$ cat src/rtl/mem_reg_fifo_if.sv
// mem_reg_fifo_if: push/pop, status and control signals of the memory staging FIFO
interface mem_reg_fifo_if #(parameter int W = 8, parameter int D = 4);
  localparam int AW = $clog2(D);
  logic          Flush;
  logic          WriteEn;
  logic [W-1:0]  DataIn;
  logic          ReadEn;
  logic          ClearErr;
  logic [W-1:0]  DataOut;
  logic          Empty;
  logic          Full;
  logic [AW:0]   Count;
  logic          Overflow;
  logic          Underflow;
  modport master (
    output Flush, WriteEn, DataIn, ReadEn, ClearErr,
    input  DataOut, Empty, Full, Count, Overflow, Underflow
  );
  modport slave (
    input  Flush, WriteEn, DataIn, ReadEn, ClearErr,
    output DataOut, Empty, Full, Count, Overflow, Underflow
  );
endinterface

$ cat src/rtl/mem_reg_fifo.sv
// mem_reg_fifo: D-entry first-word-fall-through FIFO staging data-memory values
module mem_reg_fifo #(
  parameter int W = 8,
  parameter int D = 4
) (
  input logic           Clk,
  input logic           Reset,
  mem_reg_fifo_if.slave bus
);
  localparam int AW = $clog2(D);
  localparam int CW = AW + 1;
  logic [W-1:0]  mem [D];
  logic [AW-1:0] wr_ptr, rd_ptr;
  logic [CW-1:0] count;
  logic          push_ok, pop_ok, ovf, unf;
  function automatic logic [AW-1:0] inc(input logic [AW-1:0] p);
    return p == AW'(D - 1) ? '0 : p + 1'b1;
  endfunction
  assign bus.Empty     = count == '0;
  assign bus.Full      = count == CW'(D);
  assign bus.Count     = count;
  assign bus.DataOut   = bus.Empty ? '0 : mem[rd_ptr];
  assign bus.Overflow  = ovf;
  assign bus.Underflow = unf;
  // A pop on a full FIFO frees the slot the simultaneous push lands in
  assign pop_ok  = bus.ReadEn & ~bus.Empty;
  assign push_ok = bus.WriteEn & (~bus.Full | bus.ReadEn);
  always_ff @(posedge Clk or posedge Reset)
    if (Reset) begin
      wr_ptr <= '0;
      rd_ptr <= '0;
      count  <= '0;
      mem    <= '{default: '0};
    end else if (bus.Flush) begin
      wr_ptr <= '0;
      rd_ptr <= '0;
      count  <= '0;
    end else begin
      if (push_ok) begin
        mem[wr_ptr] <= bus.DataIn;
        wr_ptr      <= inc(wr_ptr);
      end
      if (pop_ok) rd_ptr <= inc(rd_ptr);
      count <= count + CW'(push_ok) - CW'(pop_ok);
    end
  // Set wins over ClearErr; requests swallowed by Flush are not errors
  always_ff @(posedge Clk or posedge Reset)
    if (Reset) begin
      ovf <= 1'b0;
      unf <= 1'b0;
    end else begin
      ovf <= (bus.WriteEn & ~push_ok & ~bus.Flush) | (ovf & ~bus.ClearErr);
      unf <= (bus.ReadEn & ~pop_ok & ~bus.Flush) | (unf & ~bus.ClearErr);
    end
endmodule

$ cat src/flat_wrapper.sv
// flat-port wrapper written by rule: the top's interface ports become plain ports
module mem_reg_fifo_flat 
#(
  parameter int W = 8,
  parameter int D = 4
)
  (Clk, Reset, bus_Flush, bus_WriteEn, bus_DataIn, bus_ReadEn, bus_ClearErr, bus_DataOut, bus_Empty, bus_Full, bus_Count, bus_Overflow, bus_Underflow);
  mem_reg_fifo_if #(.W(W), .D(D)) bus_i ();
  input logic Clk;
  input logic Reset;
  input wire logic [$bits(bus_i.Flush)-1:0] bus_Flush;
  input wire logic [$bits(bus_i.WriteEn)-1:0] bus_WriteEn;
  input wire logic [$bits(bus_i.DataIn)-1:0] bus_DataIn;
  input wire logic [$bits(bus_i.ReadEn)-1:0] bus_ReadEn;
  input wire logic [$bits(bus_i.ClearErr)-1:0] bus_ClearErr;
  output wire logic [$bits(bus_i.DataOut)-1:0] bus_DataOut;
  output wire logic [$bits(bus_i.Empty)-1:0] bus_Empty;
  output wire logic [$bits(bus_i.Full)-1:0] bus_Full;
  output wire logic [$bits(bus_i.Count)-1:0] bus_Count;
  output wire logic [$bits(bus_i.Overflow)-1:0] bus_Overflow;
  output wire logic [$bits(bus_i.Underflow)-1:0] bus_Underflow;
  assign bus_i.Flush = bus_Flush;
  assign bus_i.WriteEn = bus_WriteEn;
  assign bus_i.DataIn = bus_DataIn;
  assign bus_i.ReadEn = bus_ReadEn;
  assign bus_i.ClearErr = bus_ClearErr;
  assign bus_DataOut = bus_i.DataOut;
  assign bus_Empty = bus_i.Empty;
  assign bus_Full = bus_i.Full;
  assign bus_Count = bus_i.Count;
  assign bus_Overflow = bus_i.Overflow;
  assign bus_Underflow = bus_i.Underflow;
  mem_reg_fifo #(.W(W), .D(D)) u_core (.Clk(Clk), .Reset(Reset), .bus(bus_i));
endmodule
$ cat config.mk
export PLATFORM = sky130hd
export DESIGN_NAME = mem_reg_fifo_flat
export DESIGN_NICKNAME = d
export VERILOG_FILES = /design/src/rtl/mem_reg_fifo_if.sv /design/src/rtl/mem_reg_fifo.sv /design/src/flat_wrapper.sv
export SDC_FILE = /design/constraint.sdc
export NUM_CORES = 1
export LEC_CHECK = 0
export BUFFER_PORTS_ARGS = -buffer_cell sky130_fd_sc_hd__buf_4
export CAP_MARGIN = 25
export CORE_ASPECT_RATIO = 1.1
export CORE_UTILIZATION = 53
export DETAILED_ROUTE_END_ITERATION = 8
export GPL_TIMING_DRIVEN = 0
export PLACE_DENSITY = 0.83
export SYNTH_ARGS = -nofsm -noshare
export SYNTH_HDL_FRONTEND = slang
export SYNTH_SLANG_ARGS = --single-unit
$ cat constraint.sdc
create_clock -name Clk -period 6.2 [get_ports Clk]
set_input_delay 0.31 -clock Clk [delete_from_list [all_inputs] [get_ports Clk]]
set_output_delay 0.31 -clock Clk [all_outputs]
set_load 0.05 [all_outputs]
==> results of run 1 <==
-- sequential cells by signal (all words and copies together), names as in the netlist --
| name | cells |
|---|---|
| u_core.bus.Count | 3 |
| u_core.bus.Overflow | 1 |
| u_core.bus.Underflow | 1 |
| u_core.mem | 32 |
| u_core.rd_ptr | 2 |
| u_core.wr_ptr | 2 |
-- worst min path at each step --
stage | endpoint | slack, ns | start
after floorplan | u_core.bus.Overflow | 0.41 | bus_ClearErr
after global placement | u_core.mem[11] | 0.49 | u_core.mem[11]
after detailed placement | u_core.mem[0] | 0.49 | u_core.mem[0]
after CTS | u_core.bus.Overflow | 0.20 | bus_ClearErr
after global routing | u_core.bus.Overflow | 0.21 | bus_ClearErr
final | u_core.mem[3] | 0.19 | Reset
-- cell families (layout without fill, tap and decap cells) --
family                   count (synthesis)  in the layout  synth area share [%]
multiplexers                            41             41                 31.13
flip-flops                              41             41                 47.62
AND/OR/NAND/NOR                         27             27                 8.711
buffers and inverters                   18             53                 4.936
adder cells (fa/ha/maj)                  8              8                 4.994
AO/OA/AOI/OAI                            6              6                 1.800
XOR/XNOR                                 2              2                0.8132
-- final cells by class --
class                   instances  area (µm²)
multi-input cells              84        1027
fillers                       264        1251
well taps                      50       62.56
flip-flops and latches         41        1026
repair buffers                 28       210.2
clock buffers                   7       86.33
inverters                      10       37.54
plain buffers                   8       68.82
-- placed cells by master (no fill, tap or decap), drive strengths merged --
cell	n
dfrtp	41
buf	34
mux2	32
nor2b	10
inv	10
clkbuf	9
mux4	8
ha	7
and3	4
o31ai	3
nor2	3
nor3	2
or4b	1
and2	1
nand3	1
or3	1
nand2	1
a21oi	1
nand4b	1
nor3b	1
o22ai	1
nand3b	1
o21ai	1
xor2	1
xnor2	1
mux2i	1
fa	1
-- Yosys cell counts (all sizes together), types with 2 or more instances --
cell type,n
ha,7
buf,6
nor2,3
mux2,32
mux4,8
clkbuf,2
nor3,2
dfrtp,41
nor2b,10
inv,10
and3,4
o31ai,3
-- power by group through the flow --
stage          clock [mW]  combinational, mW  sequential [mW]
2_1_floorplan           0              0.451            0.451
3_3_place_gp            0              0.607            0.426
3_5_place_dp            0              0.630            0.441
4_1_cts             0.178              0.633            0.438
5_1_grt             0.189              0.670            0.449
6_report            0.176              0.626            0.439
-- per-layer routing --
layer / GRT usage, % / up-vias / wire length (µm)
li1: - / 569 / -
met1: 28.51 / 643 / 1765
met2: 41.58 / 37 / 2189
met3: 5.428 / 7 / 215
met4: 8.430 / 0 / 55
met5: 0 / - / 0
==> summary.txt, run 1 <==
Place
  • Worst slack, placed: 3.817 ns
  • Dpl hpwl: 2.914 mm
  • Number of placed instances, taps included: 221
  • Area of placed instances: 2432 µm²
  • GP Congestion: 0.6963
  • Input/output buffers: 28

Worst setup path
  • Worst endpoint required time: 6.36 ns
  • Crit path max-delay cell type: sky130_fd_sc_hd__o31ai_1
  • Critical path startpoint: u_core.bus.Count[1]
  • CP peak stage delay: 0.54 ns
  • Cell with the most instances on the worst path: sky130_fd_sc_hd__inv_1
  • Crit start category: flip-flop
  • Endpoint class of the critical path: flip-flop
  • Cell family contributing the most delay on the critical path: adder cells
  • Worst reg-to-reg setup slack: 3.82 ns
  • CP Cell Sequence: o31ai_1, inv_1, ha_1, inv_1, ha_1, inv_1, fa_1, xnor2_1, nor2_1
  • Launching point of the worst reg2reg path: u_core.bus.Count[1]
  • Worst path arrival time: 2.54 ns
  • CP endpoint: u_core.bus.Count[2]
  • Kind of critical path: reg2reg
  • Peak fanout along the critical path: 7
  • WP buf/inv: 3
  • Critical path depth: 9
  • Critical R2R Capture: u_core.bus.Count[2]
  • Number of cells on the worst reg-to-reg path: 9

Layout
  • Finished Core Util: 66.81%
  • Non-filler instance count after layout: 228
  • Area growth, synth to finish: 16.90%
  • Share of final-layout standard cells stronger than drive strength 1: 48.88%
  • Number of antenna diodes: 0
  • Net count of the finished layout: 200
  • Non-Filler Cell Area, Final: 2519 µm²

Logic synthesis
  • Flop and latch count out of synthesis: 41
  • Area fraction of the dominant cell type after synthesis: 47.62%
  • Number of enable flip-flop cells after synthesis: 0
  • Main area contributors after synthesis: sky130_fd_sc_hd__dfrtp_1, sky130_fd_sc_hd__mux2_4, sky130_fd_sc_hd__mux4_2, sky130_fd_sc_hd__ha_1, sky130_fd_sc_hd__nor2b_1
  • Most frequently used flop master after synthesis: sky130_fd_sc_hd__dfrtp_1
  • Gate Count Post-Synth: 143
  • Synthesis warning total: 0
  • Mean instance size in the synthesized netlist: 15.07 µm²
  • Largest area contributor in the netlist: sky130_fd_sc_hd__dfrtp_1
  • Post-synthesis instance area: 2155 µm²
  • Post-synth ARST share: 100.0%
  • Number of nets in the synthesized netlist: 165
  • Post-synthesis sequential area ratio: 47.62%
  • Post-synth cell types: 28

Clocking
  • Clock-pin slew on the worst setup and hold paths: 0.07 ns
  • Max H-tree Level: 2
  • TritonCTS clock tree: built
  • Number of buffers added to fix hold violations after cts: 0
  • Worst-skew pair later-pin latency: 0.29 ns
  • Number of instances resized during post-cts repair: 0
  • Number of buffers inserted by post-CTS setup repair: 0
  • Clock sink total: 41
  • Maximum clock path buffer count: 2
  • Num CTS Buffers: 5
  • Root buffer cell: sky130_fd_sc_hd__clkbuf_8

Power
  • Internal power consumption: 0.7498 mW
  • Power density over the cells: 492.6 nW/µm²
  • Net switching fraction of the power: 39.56%
  • Pleak: 1.189 nW
  • Peak supply drop: 0.3580 mV
  • Clk pwr share: 14.1%
  • Comb power frac: 50.5%
  • Sequential share of power: 35.4%
  • Total power after layout: 1.241 mW
  • Switching power: 0.4908 mW

STA
  • Time the final worst path needs with I/O delays and setup: 2.380 ns
  • Final number of max-transition violations: 0
  • Setup repair after global routing missed its margin: false
  • Final setup violation count: 0
  • Setup skew after layout: 0.003589 ns
  • Worst-case headroom to the max-slew limit: 43.49%
  • Final worst-path cycle share: 38.39%
  • Transition time at the pin with the least slew margin: 0.8464 ns
  • Hold Worst Slack: 0.1913 ns
  • Final worst setup slack: 3.820 ns
  • Final total negative setup slack: 0 ns
  • Maximum clock frequency: 0.4201 GHz
  • Number of hold violations in the final report: 0

Floorplanning
  • Die boundary width: 62.79 µm
  • Die boundary height: 68.87 µm
  • Die area: 4324 µm²
  • Count of standard-cell rows: 23
  • Area of the core region: 3770 µm²
  • Effective utilization at floorplan: 57.15%
  • I/O pin total: 29

Route
  • Iteration count of the initial detailed-routing pass: 4
  • Starting DRT DRC Count: 145
  • Routed wire length: 4.224 mm
  • Via count: 1,256
  • Average wire per standard cell: 18.53 µm
  • Drc violations: 0
  • Via-per-instance ratio: 5.509
  • Count of nets left with antenna violations after detail routing: 0

Global routing
  • Pin count of the biggest net entering global routing: 42
  • First-pass GRT wire length: 7.438 mm
  • Antenna violations before repair: 0
  • Global-route congestion overflow total: 0
  • Global-route total usage across every layer: 23.45%
  • Number of global-route vias before repair: 1,431

Job
  • Count of max-cap constraint violations: 0

Worst hold path
  • Worst Hold Class: in2async

Run status
  • Outcome: completed
(Power assumes the default switching activity.)
==> run 2, diff against run 1 <==
--- a/config.mk
+++ b/config.mk
@@ -5,6 +5,7 @@
 export SDC_FILE = /design/constraint.sdc
 export NUM_CORES = 1
 export LEC_CHECK = 0
+export ABC_AREA = 1
 export BUFFER_PORTS_ARGS = -buffer_cell sky130_fd_sc_hd__buf_4
 export CAP_MARGIN = 25
 export CORE_ASPECT_RATIO = 1.1
==> constraint.sdc (replaced) <==
create_clock -name Clk -period 2.2 [get_ports Clk]
set_input_delay 0.11 -clock Clk [delete_from_list [all_inputs] [get_ports Clk]]
set_output_delay 0.11 -clock Clk [all_outputs]
set_load 0.05 [all_outputs]
==> run 2 against run 1 <==
  * The run now ends with negative hold slack left
  * Global-route usage up 3.8 points
  * Area after synthesis up 4.4%
  * Die area up 4.3%
  * Largest cell class is now sequential cells
==> summary.txt, run 2 <==
Logic synthesis
  • Post-synth ARST share: 100.0% (unchanged)
  • Main area contributors after synthesis: sky130_fd_sc_hd__dfrtp_1, sky130_fd_sc_hd__nand2_1, sky130_fd_sc_hd__nand4_1, sky130_fd_sc_hd__ha_1, sky130_fd_sc_hd__nor2_1
  • Post-synthesis sequential area ratio: 45.61% (-2.0 points)
  • Flop and latch count out of synthesis: 41 (unchanged)
  • Number of enable flip-flop cells after synthesis: 0 (unchanged)
  • Post-synth cell types: 22 (-21%)
  • Most frequently used cell type in the post-synthesis netlist: sky130_fd_sc_hd__nand2_1
  • Post-synthesis instance area: 2250 µm² (+4.4%)
  • Largest area contributor in the netlist: sky130_fd_sc_hd__dfrtp_1
  • Synthesis warning total: 0 (unchanged)
  • Most frequently used flop master after synthesis: sky130_fd_sc_hd__dfrtp_1
  • Area fraction of the dominant cell type after synthesis: 45.61% (-2.0 points)
  • Mean instance size in the synthesized netlist: 8.063 µm² (-46%)
  • Number of nets in the synthesized netlist: 301 (+82%)
  • Gate Count Post-Synth: 279 (+95%)
  • Synth top cells by count: sky130_fd_sc_hd__nand2_1, sky130_fd_sc_hd__dfrtp_1, sky130_fd_sc_hd__nand4_1

Clocking
  • TritonCTS clock tree: built
  • Clock-pin slew on the worst setup and hold paths: 0.08 ns (about the same)
  • Clock sink total: 41 (unchanged)
  • Worst-skew pair later-pin latency: 0.31 ns (+0.02 ns)
  • Num CTS Buffers: 5 (unchanged)
  • Root buffer cell: sky130_fd_sc_hd__clkbuf_8
  • Maximum clock path buffer count: 2 (unchanged)
  • Max H-tree Level: 2 (unchanged)

Floorplanning
  • Die boundary width: 64.12 µm (+2.1%)
  • Die boundary height: 70.33 µm (+2.1%)
  • Area of the core region: 4024 µm² (+6.7%)
  • Effective utilization at floorplan: 55.91% (-1.2 points)
  • I/O pin total: 29 (unchanged)
  • Die area: 4510 µm² (+4.3%)
  • Count of standard-cell rows: 24 (+4.3%)

Power
  • Net switching fraction of the power: 46.98% (+7.4 points)
  • Pleak: 1.430 nW (+20%)
  • Power density over the cells: 1280 nW/µm² (+160%)
  • Comb power frac: 50.7% (+0.2 points)
  • Internal power consumption: 1.798 mW (+140%)
  • Peak supply drop: 0.7780 mV (+120%)
  • Switching power: 1.593 mW (+220%)
  • Sequential share of power: 34.9% (-0.5 points)
  • Clk pwr share: 14.4% (+0.3 points)

Worst setup path
  • Crit start category: flip-flop
  • Endpoint class of the critical path: flip-flop
  • Kind of critical path: reg2reg
  • Critical R2R Capture: u_core.bus.Count[2]
  • Launching point of the worst reg2reg path: u_core.bus.Count[1]
  • Worst path arrival time: 2.27 ns (-0.27 ns)
  • Worst endpoint required time: 2.44 ns (-3.92 ns)
  • Worst reg-to-reg setup slack: 0.17 ns (-3.65 ns)
  • Peak fanout along the critical path: 4 (-3)
  • Number of cells on the worst reg-to-reg path: 12 (+3)

Global routing
  • Pin count of the biggest net entering global routing: 42 (unchanged)
  • First-pass GRT wire length: 9.211 mm (+24%)
  • Global-route total usage across every layer: 27.23% (+3.8 points)
  • Global-route congestion overflow total: 0 (unchanged)
  • Number of global-route vias before repair: 1,967 (+37%)
  • Antenna violations before repair: 0 (unchanged)

Place
  • Input/output buffers: 28 (unchanged)
  • Number of placed instances, taps included: 359 (+62%)
  • Area of placed instances: 2530 µm² (+4.0%)
  • GP Congestion: 0.8737 (+25%)
  • Worst slack, placed: 0.1368 ns (-3.681 ns)
  • Dpl hpwl: 3.793 mm (+30%)

Run status
  • Failing checks: negative hold slack
  • Outcome: finished, violations left

Route
  • Average wire per standard cell: 14.81 µm (-20%)
  • Iteration count of the initial detailed-routing pass: 5 (+1)
  • Drc violations: 0 (unchanged)
  • Via-per-instance ratio: 5.526 (+0.31%)
  • Starting DRT DRC Count: 235 (+62%)
  • Routed wire length: 5.496 mm (+30%)
  • Count of nets left with antenna violations after detail routing: 0 (unchanged)
  • Via count: 2,050 (+63%)

STA
  • Final setup violation count: 0 (unchanged)
  • Worst-case headroom to the max-slew limit: 42.97% (-0.52 points)
  • Maximum clock frequency: 0.4934 GHz (+17%)
  • Time the final worst path needs with I/O delays and setup: 2.027 ns (-0.3535 ns)
  • Setup skew after layout: 0.006379 ns (+0.002790 ns)
  • Final worst-path cycle share: 92.12% (+54 points)
  • Final number of max-transition violations: 0 (unchanged)
  • Number of hold violations in the final report: 32 (+32)
  • Transition time at the pin with the least slew margin: 0.8542 ns (+0.007856 ns)
  • Hold Worst Slack: -0.01456 ns (-0.2058 ns)
  • Final worst setup slack: 0.1733 ns (-3.647 ns)

Layout
  • Most common cell after layout, fill and taps aside: sky130_fd_sc_hd__nand2_1
  • Highest-count cells in the layout ignoring fill and taps: sky130_fd_sc_hd__nand2_1, sky130_fd_sc_hd__dfrtp_1, sky130_fd_sc_hd__nand4_1, sky130_fd_sc_hd__buf_4, sky130_fd_sc_hd__nor2_1
  • Share of final-layout standard cells stronger than drive strength 1: 20.06% (-29 points)
  • Register with the most flip-flops: u_core.mem
  • Number of antenna diodes: 0 (unchanged)
  • Non-Filler Cell Area, Final: 2649 µm² (+5.2%)
  • Net count of the finished layout: 340 (+70%)
  • Area growth, synth to finish: 17.74%
  • Non-filler instance count after layout: 371 (+63%)
  • Flip-flop count of the largest register, all copies and words added: 32 (unchanged)
  • Finished Core Util: 65.83% (-0.98 points)

Job
  • Count of max-cap constraint violations: 0 (unchanged)

Worst hold path
  • Worst Hold Class: in2async
-- run 2: cell count changes in the layout (fill, tap and decap cells not counted), moves of 4 or more --
| cell | change |
|---|---|
| sky130_fd_sc_hd__inv_1 | +5 |
| sky130_fd_sc_hd__nand2_1 | +104 |
| sky130_fd_sc_hd__a21oi_1 | +7 |
| sky130_fd_sc_hd__nand4_1 | +34 |
| sky130_fd_sc_hd__and3_4 | -4 |
| sky130_fd_sc_hd__buf_2 | +4 |
| sky130_fd_sc_hd__buf_4 | +4 |
| sky130_fd_sc_hd__nand3_1 | +9 |
| sky130_fd_sc_hd__mux2_4 | -32 |
| sky130_fd_sc_hd__o21ai_0 | +8 |
| sky130_fd_sc_hd__mux4_2 | -8 |
| sky130_fd_sc_hd__nor2b_1 | -10 |
| sky130_fd_sc_hd__nor2_1 | +19 |
-- run 2: area by class of cell --
type | instances | area (µm²)
multi-input cells | 204 | 1006
well taps | 52 | 65.06
repair buffers | 32 | 245.2
clock buffers | 6 | 72.57
clock inverters | 2 | 10.01
inverters | 18 | 67.56
fillers | 361 | 1375
flip-flops and latches | 41 | 1027
plain buffers | 16 | 155.1
-- run 2: kinds of logic after synthesis --
kind of cell             share of synthesized area (%)
flip-flops                                       45.61
AO/OA/AOI/OAI                                    4.004
adder cells (fa/ha/maj)                          4.783
XOR/XNOR                                        0.3894
AND/OR/NAND/NOR                                  35.32
buffers and inverters                            9.899
-- run 2: critical path, stage by stage, from the launching register on --
cell and delay (ns):
sky130_fd_sc_hd__dfrtp_2 0.44, sky130_fd_sc_hd__nor2_2 0.15, sky130_fd_sc_hd__nand2_1 0.12, sky130_fd_sc_hd__nand2_1 0.12, sky130_fd_sc_hd__inv_1 0.05, sky130_fd_sc_hd__ha_1 0.26, sky130_fd_sc_hd__inv_1 0.05, sky130_fd_sc_hd__ha_1 0.14
sky130_fd_sc_hd__inv_1 0.05, sky130_fd_sc_hd__fa_1 0.37, sky130_fd_sc_hd__nand2_1 0.08, sky130_fd_sc_hd__nand2_1 0.04, sky130_fd_sc_hd__nor2_1 0.08
-- run 2: power groups by stage --
stage	clock network (mW)	registers, mW	logic, mW
floorplan	0	1.26	1.15
global placement	0	1.19	1.66
detailed placement	0	1.20	1.69
CTS	0.489	1.18	1.70
global route	0.518	1.22	1.88
finish	0.489	1.18	1.72
-- run 2: layer usage --
| layer | track usage, % | routed length (µm) | vias up |
|---|---|---|---|
| li1 | - | - | 989 |
| met1 | 35.09 | 2339 | 981 |
| met2 | 43.03 | 2654 | 64 |
| met3 | 5.229 | 347 | 16 |
| met4 | 14.81 | 155 | 0 |
| met5 | 0 | 0 | - |
-- run 2: what timing repair did --
| item | in CTS | in global routing |
|---|---|---|
| setup buffers | 0 | 2 |
| resized for setup | 0 | 1 |
| endpoints found under the hold margin | 3 | 0 |
| setup endpoints to repair | 0 | 1 |
| hold buffers | 2 | 0 |
-- run 2: per-stage QoR --
stage / setup TNS (ns) / total power, mW
6_report: 0 / 3.391
5_1_grt: -0.004046 / 3.619
4_1_cts: 0 / 3.371
3_5_place_dp: 0 / 2.888
3_3_place_gp: 0 / 2.844
2_1_floorplan: 0 / 2.417
-- run 2: worst max-delay path by stage --
stage | from | to | slack (ns) | cells past startpoint
CTS | u_core.bus.Count[1] | u_core.bus.Count[2] | 0.12 | 12
global placement | u_core.bus.Count[1] | u_core.bus.Count[2] | 0.17 | 11
finish | u_core.bus.Count[1] | u_core.bus.Count[2] | 0.17 | 12
global route | u_core.bus.Count[1] | u_core.bus.Count[2] | -0.004 | 12
floorplan | u_core.bus.Count[1] | u_core.bus.Count[2] | 0.01 | 11
detailed placement | u_core.bus.Count[1] | u_core.bus.Count[2] | 0.14 | 11
==> run 3, diff against run 2 <==
--- a/config.mk
+++ b/config.mk
@@ -5,7 +5,6 @@
 export SDC_FILE = /design/constraint.sdc
 export NUM_CORES = 1
 export LEC_CHECK = 0
-export ABC_AREA = 1
 export BUFFER_PORTS_ARGS = -buffer_cell sky130_fd_sc_hd__buf_4
 export CAP_MARGIN = 25
 export CORE_ASPECT_RATIO = 1.1
==> run 3 against run 2 <==
  * The flow now finishes without violations
  * First-iteration DRC count decreased by 71%
  * Die area decreased by 4.1%
  * Clock power grew 29%
  * Via count fell by 39%
  * Count of clock-buffer cells in the layout stayed put
  * Highest routed layer unchanged
  * Total power rose by 7.9%
  * Sequential share of layout area increased by 0.94 points
  * Critical path depth down 5
  * Design area decreased by 2.1%
  * Largest power group unchanged
  * Worst hold slack better by 0.023 ns
==> summary.txt, run 3 (synthesized netlist as in run 1, its figures left out) <==
STA
  • Maximum clock frequency: 0.4725 GHz (-4.2%)
  • Final setup violation count: 0 (unchanged)
  • Hold Worst Slack: 0.008638 ns (+0.02320 ns)
  • Final worst-path cycle share: 96.20% (+4.1 points)
  • Final number of max-transition violations: 0 (unchanged)
  • Transition time at the pin with the least slew margin: 0.8691 ns (+0.01485 ns)
  • Setup repair after global routing missed its margin: false
  • Worst-case headroom to the max-slew limit: 41.98% (-0.99 points)
  • Number of hold violations in the final report: 0 (-100%)
  • Setup skew after layout: 0.008302 ns (+0.001924 ns)
  • Time the final worst path needs with I/O delays and setup: 2.116 ns (+0.08963 ns)
  • Final total negative setup slack: 0 ns (unchanged)

Clocking
  • TritonCTS clock tree: built
  • Num CTS Buffers: 5 (unchanged)
  • Clock sink total: 41 (unchanged)
  • Root buffer cell: sky130_fd_sc_hd__clkbuf_8
  • Worst-skew pair later-pin latency: 0.29 ns (-0.02 ns)
  • Maximum clock path buffer count: 2 (unchanged)
  • Clock-pin slew on the worst setup and hold paths: 0.08 ns (about the same)
  • Max H-tree Level: 2 (unchanged)

Layout
  • Share of final-layout standard cells stronger than drive strength 1: 52.75% (+33 points)
  • Finished Core Util: 68.77% (+2.9 points)
  • Register with the most flip-flops: u_core.mem
  • Number of antenna diodes: 0 (unchanged)
  • Highest-count cells in the layout ignoring fill and taps: sky130_fd_sc_hd__dfrtp_1, sky130_fd_sc_hd__mux2_4, sky130_fd_sc_hd__buf_4, sky130_fd_sc_hd__nor2b_1, sky130_fd_sc_hd__inv_1
  • Non-Filler Cell Area, Final: 2592 µm² (-2.1%)
  • Most common cell after layout, fill and taps aside: sky130_fd_sc_hd__dfrtp_1
  • Net count of the finished layout: 203 (-40%)
  • Area growth, synth to finish: 20.33%
  • Flip-flop count of the largest register, all copies and words added: 32 (unchanged)

Place
  • Dpl hpwl: 2.843 mm (-25%)
  • Area of placed instances: 2441 µm² (-3.5%)
  • Input/output buffers: 28 (unchanged)
  • GP Congestion: 0.6994 (-20%)

Power
  • Power density over the cells: 1411 nW/µm² (+10%)
  • Net switching fraction of the power: 38.17% (-8.8 points)
  • Switching power: 1.396 mW (-12%)
  • Internal power consumption: 2.261 mW (+26%)
  • Pleak: 1.213 nW (-15%)
  • Total power after layout: 3.658 mW (+7.9%)
  • Clk pwr share: 17.2% (+2.8 points)
  • Sequential share of power: 33.8% (-1.1 points)
  • Comb power frac: 49.0% (-1.7 points)
  • Peak supply drop: 0.8548 mV (+9.9%)

Floorplanning
  • Area of the core region: 3770 µm² (-6.3%)
  • I/O pin total: 29 (unchanged)
  • Effective utilization at floorplan: 57.15% (+1.2 points)
  • Die area: 4324 µm² (-4.1%)
  • Count of standard-cell rows: 23 (-4.2%)
  • Die boundary height: 68.87 µm (-2.1%)
  • Die boundary width: 62.79 µm (-2.1%)

Worst setup path
  • Crit start category: flip-flop
  • Launching point of the worst reg2reg path: u_core.bus.Count[1]
  • Worst path arrival time: 2.33 ns (+0.06 ns)
  • Worst reg-to-reg setup slack: 0.08 ns (-0.09 ns)
  • Kind of critical path: reg2reg
  • Endpoint class of the critical path: flip-flop
  • Critical R2R Capture: u_core.bus.Count[1]
  • Peak fanout along the critical path: 8 (+4)
  • Worst endpoint required time: 2.41 ns (-0.03 ns)
  • Number of cells on the worst reg-to-reg path: 7 (-5)

Global routing
  • Number of global-route vias before repair: 1,288 (-35%)
  • Global-route congestion overflow total: 0 (unchanged)
  • First-pass GRT wire length: 6.534 mm (-29%)
  • Global-route total usage across every layer: 20.85% (-6.4 points)
  • Pin count of the biggest net entering global routing: 42 (unchanged)
  • Antenna violations before repair: 0 (unchanged)

Job
  • Count of max-cap constraint violations: 0 (unchanged)

Route
  • Routed wire length: 4.117 mm (-25%)
  • Starting DRT DRC Count: 69 (-71%)
  • Via-per-instance ratio: 5.392 (-2.4%)
  • Average wire per standard cell: 17.75 µm (+20%)
  • Count of nets left with antenna violations after detail routing: 0 (unchanged)
  • Drc violations: 0 (unchanged)
  • Via count: 1,251 (-39%)
  • Iteration count of the initial detailed-routing pass: 4 (-1)

Worst hold path
  • Worst Hold Class: in2async

Run status
  • Outcome: completed
[run 3: power by group through the flow]
stage                     clock network, mW  logic [mW]  registers, mW
final                                 0.629        1.79           1.24
after floorplan                           0        1.28           1.28
after CTS                             0.639        1.77           1.24
after detailed placement                  0        1.76           1.25
after global routing                  0.683        1.90           1.26
after global placement                    0        1.71           1.22
[run 3: metrics by stage]
stage	setup WS (ns)	instances
after CTS	0.03066	229
after global routing	0.001510	232
after floorplan	0.02734	143
final	0.08367	232
after global placement	0.1007	221
after detailed placement	0.009036	221
[run 3: layout make-up]
type | instances | area, µm²
flip-flops and latches | 41 | 1030
well taps | 50 | 62.56
fillers | 274 | 1177
multi-input cells | 84 | 1041
clock inverters | 2 | 37.54
repair buffers | 31 | 232.7
inverters | 10 | 37.54
clock buffers | 6 | 82.58
plain buffers | 8 | 68.82
[run 3: per-layer routing]
layer / global-route usage (%) / part of all wire [%] / up-vias
li1: - / - / 578
met1: 25.65 / 45 / 643
met2: 36.96 / 51 / 28
met3: 4.605 / 2.8 / 2
met4: 6.977 / 0.66 / 0
met5: 0 / 0 / -
[run 3: critical path: stages, from the launching register on]
cell and delay, ns:
sky130_fd_sc_hd__dfrtp_2 0.45, sky130_fd_sc_hd__or4b_4 0.53, sky130_fd_sc_hd__buf_6 0.15, sky130_fd_sc_hd__and2_1 0.18, sky130_fd_sc_hd__ha_1 0.19, sky130_fd_sc_hd__inv_1 0.06
sky130_fd_sc_hd__fa_1 0.40, sky130_fd_sc_hd__nor2_1 0.09
[run 3: timing repair]
action | 4_1_cts | 5_1_grt
endpoints found under the setup margin | 1 | 2
hold buffers | 0 | 0
setup buffers | 0 | 3
pin swaps | 0 | 1
gates resized for setup | 1 | 0
[run 3: worst max path at each step]
stage                        startpoint             endpoint  slack, ns  cells past startpoint
floorplan           u_core.bus.Count[1]  u_core.bus.Count[1]       0.03                      7
global placement    u_core.bus.Count[1]  u_core.bus.Count[2]       0.10                      9
detailed placement  u_core.bus.Count[1]  u_core.bus.Count[2]      0.009                      9
CTS                 u_core.bus.Count[1]  u_core.bus.Count[1]       0.03                      7
global route        u_core.bus.Count[2]  u_core.bus.Count[2]      0.002                      9
finish              u_core.bus.Count[1]  u_core.bus.Count[1]       0.08                      7
